### src/rtl/wash_sequencer.sv
// rtl/wash_sequencer.sv - timed wash phase sequencer with door/faucet interlocks
module wash_sequencer #(
  parameter int unsigned TW      = 8,
  parameter int unsigned DIV     = 4,
  parameter int unsigned T_FILL  = 2,
  parameter int unsigned T_WARM  = 2,
  parameter int unsigned T_WASH  = 3,
  parameter int unsigned T_DRAIN = 2,
  parameter int unsigned T_DRY   = 2
) (
  input  logic       inp_freq_i,
  input  logic       rst_i,
  input  logic       washing_program_i,
  input  logic       faucet_i,
  input  logic       door_i,
  input  logic       do_i,
  output logic       fill_o,
  output logic       warm_o,
  output logic       wash_o,
  output logic       drain_o,
  output logic       dry_o,
  output logic [2:0] s_o,
  output logic       paused_o,
  output logic       done_o
);

  typedef enum logic [2:0] {
    ST_IDLE  = 3'd0,
    ST_FILL  = 3'd1,
    ST_WARM  = 3'd2,
    ST_WASH  = 3'd3,
    ST_DRAIN = 3'd4,
    ST_DRY   = 3'd5,
    ST_DONE  = 3'd6
  } phase_e;

  localparam logic [TW-1:0] DIV_M1   = TW'(DIV - 1);
  localparam logic [TW-1:0] FILL_M1  = TW'(T_FILL - 1);
  localparam logic [TW-1:0] WARM_M1  = TW'(T_WARM - 1);
  localparam logic [TW-1:0] WASH_M1  = TW'(T_WASH - 1);
  localparam logic [TW-1:0] DRAIN_M1 = TW'(T_DRAIN - 1);
  localparam logic [TW-1:0] DRY_M1   = TW'(T_DRY - 1);

  phase_e        state_q, state_d, next_phase;
  logic [TW-1:0] pre_q, pre_d, tmr_q, tmr_d, len_m1;
  logic          prog_q, prog_d;
  logic          running, pause_cond, tick;
  logic          fill_q, warm_q, wash_q, drain_q, dry_q, paused_q, done_q;

  assign running    = state_q inside {ST_FILL, ST_WARM, ST_WASH, ST_DRAIN, ST_DRY};
  assign pause_cond = running && (door_i || (state_q == ST_FILL && !faucet_i));
  assign tick       = (pre_q == DIV_M1);

  // Last timer value and successor of the current phase; WARM only on the hot program
  always_comb begin
    len_m1     = FILL_M1;
    next_phase = ST_IDLE;
    case (state_q)
      ST_FILL:  begin len_m1 = FILL_M1;  next_phase = prog_q ? ST_WARM : ST_WASH; end
      ST_WARM:  begin len_m1 = WARM_M1;  next_phase = ST_WASH;  end
      ST_WASH:  begin len_m1 = WASH_M1;  next_phase = ST_DRAIN; end
      ST_DRAIN: begin len_m1 = DRAIN_M1; next_phase = ST_DRY;   end
      ST_DRY:   begin len_m1 = DRY_M1;   next_phase = ST_DONE;  end
      default:  ;
    endcase
  end

  // Next phase and counters; a pause condition freezes counting even on a tick edge
  always_comb begin
    state_d = state_q;
    pre_d   = pre_q;
    tmr_d   = tmr_q;
    prog_d  = prog_q;
    case (state_q)
      ST_IDLE: begin
        if (do_i && !door_i && faucet_i) begin
          state_d = ST_FILL;
          prog_d  = washing_program_i;
          pre_d   = '0;
          tmr_d   = '0;
        end
      end
      ST_DONE: begin
        if (!do_i) state_d = ST_IDLE;
      end
      ST_FILL, ST_WARM, ST_WASH, ST_DRAIN, ST_DRY: begin
        if (!pause_cond) begin
          if (!tick) begin
            pre_d = pre_q + 1'b1;
          end else begin
            pre_d = '0;
            if (tmr_q == len_m1) begin
              state_d = next_phase;
              tmr_d   = '0;
            end else begin
              tmr_d = tmr_q + 1'b1;
            end
          end
        end
      end
      default: state_d = ST_IDLE;
    endcase
  end

  // State, counters and registered outputs derived from the next state
  always_ff @(posedge inp_freq_i) begin
    if (rst_i) begin
      state_q  <= ST_IDLE;
      pre_q    <= '0;
      tmr_q    <= '0;
      prog_q   <= 1'b0;
      fill_q   <= 1'b0;
      warm_q   <= 1'b0;
      wash_q   <= 1'b0;
      drain_q  <= 1'b0;
      dry_q    <= 1'b0;
      paused_q <= 1'b0;
      done_q   <= 1'b0;
    end else begin
      state_q  <= state_d;
      pre_q    <= pre_d;
      tmr_q    <= tmr_d;
      prog_q   <= prog_d;
      fill_q   <= (state_d == ST_FILL)  && !pause_cond;
      warm_q   <= (state_d == ST_WARM)  && !pause_cond;
      wash_q   <= (state_d == ST_WASH)  && !pause_cond;
      drain_q  <= (state_d == ST_DRAIN) && !pause_cond;
      dry_q    <= (state_d == ST_DRY)   && !pause_cond;
      paused_q <= pause_cond;
      done_q   <= (state_d == ST_DONE);
    end
  end

  assign s_o      = state_q;
  assign fill_o   = fill_q;
  assign warm_o   = warm_q;
  assign wash_o   = wash_q;
  assign drain_o  = drain_q;
  assign dry_o    = dry_q;
  assign paused_o = paused_q;
  assign done_o   = done_q;

endmodule
### config.mk
export PLATFORM = sky130hd
export DESIGN_NAME = wash_sequencer
export DESIGN_NICKNAME = d
export VERILOG_FILES = /design/src/rtl/wash_sequencer.sv
export SDC_FILE = /design/constraint.sdc
export NUM_CORES = 1
export LEC_CHECK = 0
export ABC_AREA = 1
export ABC_CLOCK_PERIOD_IN_PS = 2100
export CELL_PAD_IN_SITES_DETAIL_PLACEMENT = 1
export CELL_PAD_IN_SITES_GLOBAL_PLACEMENT = 1
export CORE_MARGIN = 3
export CORE_UTILIZATION = 44
export DETAILED_ROUTE_END_ITERATION = 12
export DONT_BUFFER_PORTS = 1
export GPL_ROUTABILITY_DRIVEN = 0
export PLACE_DENSITY = 0.89
export REMOVE_ABC_BUFFERS = 1
export SLEW_MARGIN = 20
export SYNTH_ARGS = -nofsm -noshare
export SYNTH_HDL_FRONTEND = slang
export SYNTH_SLANG_ARGS = --single-unit
### constraint.sdc
create_clock -name inp_freq_i -period 2.1 [get_ports inp_freq_i]
set_input_delay 0.21 -clock inp_freq_i [delete_from_list [all_inputs] [get_ports inp_freq_i]]
set_output_delay 0.21 -clock inp_freq_i [all_outputs]
set_load 0.005 [all_outputs]
==> impl_metrics.json <==
{
  "result_of_the_run": "finished clean",
  "syn2layout_area_growth_pct": 5.81,
  "synthFlopType": "sky130_fd_sc_hd__dfxtp_1",
  "postLayoutCoreUtil_pct": 50.9,
  "fraction_of_final_layout_cells_with_drive_strength_greater_than_1_pct": 14.3,
  "area_of_the_core_um2": 3180,
  "slowest_delay_ps": 410,
  "die_h_um": 64.9,
  "top_layer": "met4",
  "synth.lib_cells_used.distinct": 30,
  "antenna_left": 0,
  "floorplan.die_area_um2": 4220,
  "critPathArrivalTime_ps": 2050,
  "power.density_nw_per_um2": 509,
  "boundaryPins": 16,
  "dr_wl_met3_um": 114,
  "grt_start_max_net_pins": 16,
  "critical_path.endpoint_type": "flop",
  "wl_met1_um": 1890,
  "hold_path_depth": 2,
  "drt-total-wl_um": 3650,
  "start_kind": "flop",
  "post_cts.resized_instances": 0,
  "tightestPinTransition_ps": 365,
  "final_cycle_share_pct": 86.6,
  "worstReg2RegStart": "pre_q[0]$_SDFFE_PP0P_",
  "cts.clk_slew.worst_paths_ps": 160,
  "critPathKind": "flop to flop",
  "first_pass_iters": 4,
  "ff2ff_path_depth": 10,
  "drv_cap": 0,
  "drt-vias-per-instance": 5.11,
  "antennaDiodeCount": 0,
  "netlist_instances": 219,
  "critical_path.reg2reg.endpoint": "tmr_q[3]$_SDFFE_PP0P_",
  "synth.cell_area_um2": 1530,
  "cp.required_ps": 2330,
  "ys_warn_count": 0,
  "ctsHtreeMaxLevel": 1,
  "maximum_buffer_depth_of_the_clock_tree": 2,
  "grt_antenna_before_repair": 0,
  "timing.final.crit_period_ps": 1820,
  "most_common_library_cell_in_the_layout_ignoring_fill_and_taps": "sky130_fd_sc_hd__nand2_1",
  "fin_setup_tns_ps": 0,
  "fmaxAchievable_mhz": 550,
  "commonest_cells_after_routing_fill_and_taps_aside": "sky130_fd_sc_hd__nand2_1 (43), sky130_fd_sc_hd__nor2_1 (32), sky130_fd_sc_hd__inv_1 (31), sky130_fd_sc_hd__dfxtp_1 (27), sky130_fd_sc_hd__nand3_1 (20)",
  "groute.usage.overall_pct": 20.0,
  "report.final.slew_viol_count": 0,
  "die_w_um": 64.9,
  "vdd_ir_drop_max_v": 0.000388,
  "fraction_of_post_synthesis_cell_area_in_the_top_cell_type_by_area_pct": 35.4,
  "cp_num_buf_inv": 2,
  "postLayoutSetupSlackWorst_ps": 281,
  "fillers": 445,
  "dr_wl_met2_um": 1630,
  "tritoncts": "built",
  "timing.critical_path.cells": "ha_1 -> inv_1 -> nor3_1 -> nand2_1 -> nand2_4 -> inv_2 -> nor2_4 -> nand2_2 -> nand2_2 -> nor3_2",
  "place.detailed.hpwl_um": 2860,
  "final_net_count": 232,
  "ys_seq_elements": 27,
  "crit_top_cell": "sky130_fd_sc_hd__nand2_2",
  "hold_viol_final": 0,
  "grt_pass1_vias": 1397,
  "hold-path-endpoint": "prog_q$_SDFFE_PP0P_",
  "worst-path-max-fanout": 8,
  "ys_seq_area_share_pct": 35.4,
  "rows": 20,
  "initialDrtViolationCount": 61,
  "clk_root_buffer_cell": "sky130_fd_sc_hd__clkbuf_4",
  "grt_overflow_total": 0,
  "synth.avg_cell_area_um2": 6.98,
  "placement.io_buffers": 0,
  "synth_enable_flop_cells": 0,
  "routed-via-count": 1364,
  "rsz0062_at_grt": "no",
  "cts_num_sinks": 27,
  "cpMaxStageDelayCell": "sky130_fd_sc_hd__dfxtp_1",
  "timing.hold.worst.class": "input pin to flop",
  "hp-start": "washing_program_i",
  "synthTopCellsByArea": "sky130_fd_sc_hd__dfxtp_1 (35%), sky130_fd_sc_hd__nand2_1 (11%), sky130_fd_sc_hd__nor2_1 (7.9%)",
  "yosysTopAreaCell": "sky130_fd_sc_hd__dfxtp_1",
  "worst_path_dominant_cell_family": "simple AND/OR/NAND/NOR gates",
  "preCtsSetupSlack_ps": 309,
  "critical_path_depth": 10,
  "wl_per_cell_um": 13.7,
  "clock_insertion_delay_worst_skew_ps": 340,
  "total_leakage_power_nw": 0.673,
  "slew-limit-headroom_pct": 75.6,
  "async_reset_ff_share_pct": 0,
  "grt_pass1_wl_um": 6610,
  "cts_inserted_buffers": 3,
  "reg2reg_slack_ps": 280,
  "start_util_pct": 48.1,
  "drt_drc_violations_left": 0,
  "setup_viol_count_final": 0,
  "post-layout-total-power_mw": 0.823,
  "timing.clock.skew_ps": 12.2
}
## layout make-up
type | instances | area (um2) | share of cell area, %
Multi-Input combinational cell | 156 | 841 | 52.0
Sequential cell | 27 | 541 | 33.4
Inverter | 34 | 135 | 8.36
Tap cell | 44 | 55.1 | 3.41
Clock buffer | 3 | 22.5 | 1.39
Timing Repair Buffer | 2 | 17.5 | 1.08
Clock inverter | 1 | 5.00 | 0.310
## metal layers
layer,track usage (%),up-vias
li1,-,706
met1,27.3,644
met2,31.5,12
met3,5.37,2
met4,3.96,0
met5,0,-
## where the power goes
part,internal [mW],total [mW],switching [mW]
combinational,0.0179,0.0650,0.0471
sequential,0.517,0.521,0.00419
clock,0.0716,0.237,0.165
## worst reg2reg max path: stages, from the launching register on
cell                      delay (ps)
sky130_fd_sc_hd__dfxtp_1         410
sky130_fd_sc_hd__ha_1            230
sky130_fd_sc_hd__inv_1            50
sky130_fd_sc_hd__nor3_1          130
sky130_fd_sc_hd__nand2_1         150
sky130_fd_sc_hd__nand2_4         140
sky130_fd_sc_hd__inv_2            80
sky130_fd_sc_hd__nor2_4          220
sky130_fd_sc_hd__nand2_2          70
sky130_fd_sc_hd__nand2_2         170
sky130_fd_sc_hd__nor3_2           70
## through the flow
stage / area [um2] / hold WS, ps / std cells
floorplan: 1520 / 279 / 217
global placement: 1580 / 283 / 262
detailed placement: 1580 / 283 / 262
CTS: 1620 / 74.5 / 267
global route: 1620 / 121 / 267
finish: 1620 / 78.7 / 267
## kinds of logic after synthesis
| kind of cell | after synthesis | synth area share [%] |
|---|---|---|
| flops | 27 | 35.4 |
| compound gates | 24 | 8.93 |
| buf+inv | 36 | 9.58 |
| fa+ha+maj | 2 | 1.64 |
| simple gates | 130 | 44.5 |
## synth_stat cells, types with 2 or more instances
| master | instances |
|---|---|
| sky130_fd_sc_hd__ha_1 | 2 |
| sky130_fd_sc_hd__nor3_2 | 3 |
| sky130_fd_sc_hd__nand2_2 | 5 |
| sky130_fd_sc_hd__nor2_1 | 32 |
| sky130_fd_sc_hd__a21oi_1 | 13 |
| sky130_fd_sc_hd__o21ai_1 | 2 |
| sky130_fd_sc_hd__nand3_1 | 20 |
| sky130_fd_sc_hd__nor2_4 | 3 |
| sky130_fd_sc_hd__and3_1 | 3 |
| sky130_fd_sc_hd__nand2_8 | 2 |
| sky130_fd_sc_hd__nand2_4 | 4 |
| sky130_fd_sc_hd__o21ai_0 | 5 |
| sky130_fd_sc_hd__nand4_1 | 5 |
| sky130_fd_sc_hd__nor3_1 | 4 |
| sky130_fd_sc_hd__nand2_1 | 43 |
| sky130_fd_sc_hd__inv_1 | 31 |
| sky130_fd_sc_hd__nor2_2 | 3 |
| sky130_fd_sc_hd__dfxtp_1 | 27 |
## repair_timing
item / 4_1_cts / 5_1_grt
setup buffers: 0 / 0
endpoints found under the hold margin: 7 / 0
hold buffers: 1 / 0
## worst max-delay path by stage
| stage | from | end | slack (ps) |
|---|---|---|---|
| global placement | pre_q[0]$_SDFFE_PP0P_ | tmr_q[4]$_SDFFE_PP0P_ | 390 |
| floorplan | pre_q[0]$_SDFFE_PP0P_ | tmr_q[4]$_SDFFE_PP0P_ | 570 |
| finish | pre_q[0]$_SDFFE_PP0P_ | tmr_q[3]$_SDFFE_PP0P_ | 280 |
| CTS | pre_q[0]$_SDFFE_PP0P_ | tmr_q[3]$_SDFFE_PP0P_ | 280 |
| global route | pre_q[0]$_SDFFE_PP0P_ | s_o[1]$_SDFF_PP0_ | 50 |
| detailed placement | pre_q[0]$_SDFFE_PP0P_ | tmr_q[3]$_SDFFE_PP0P_ | 310 |
(Power assumes the default switching activity.)
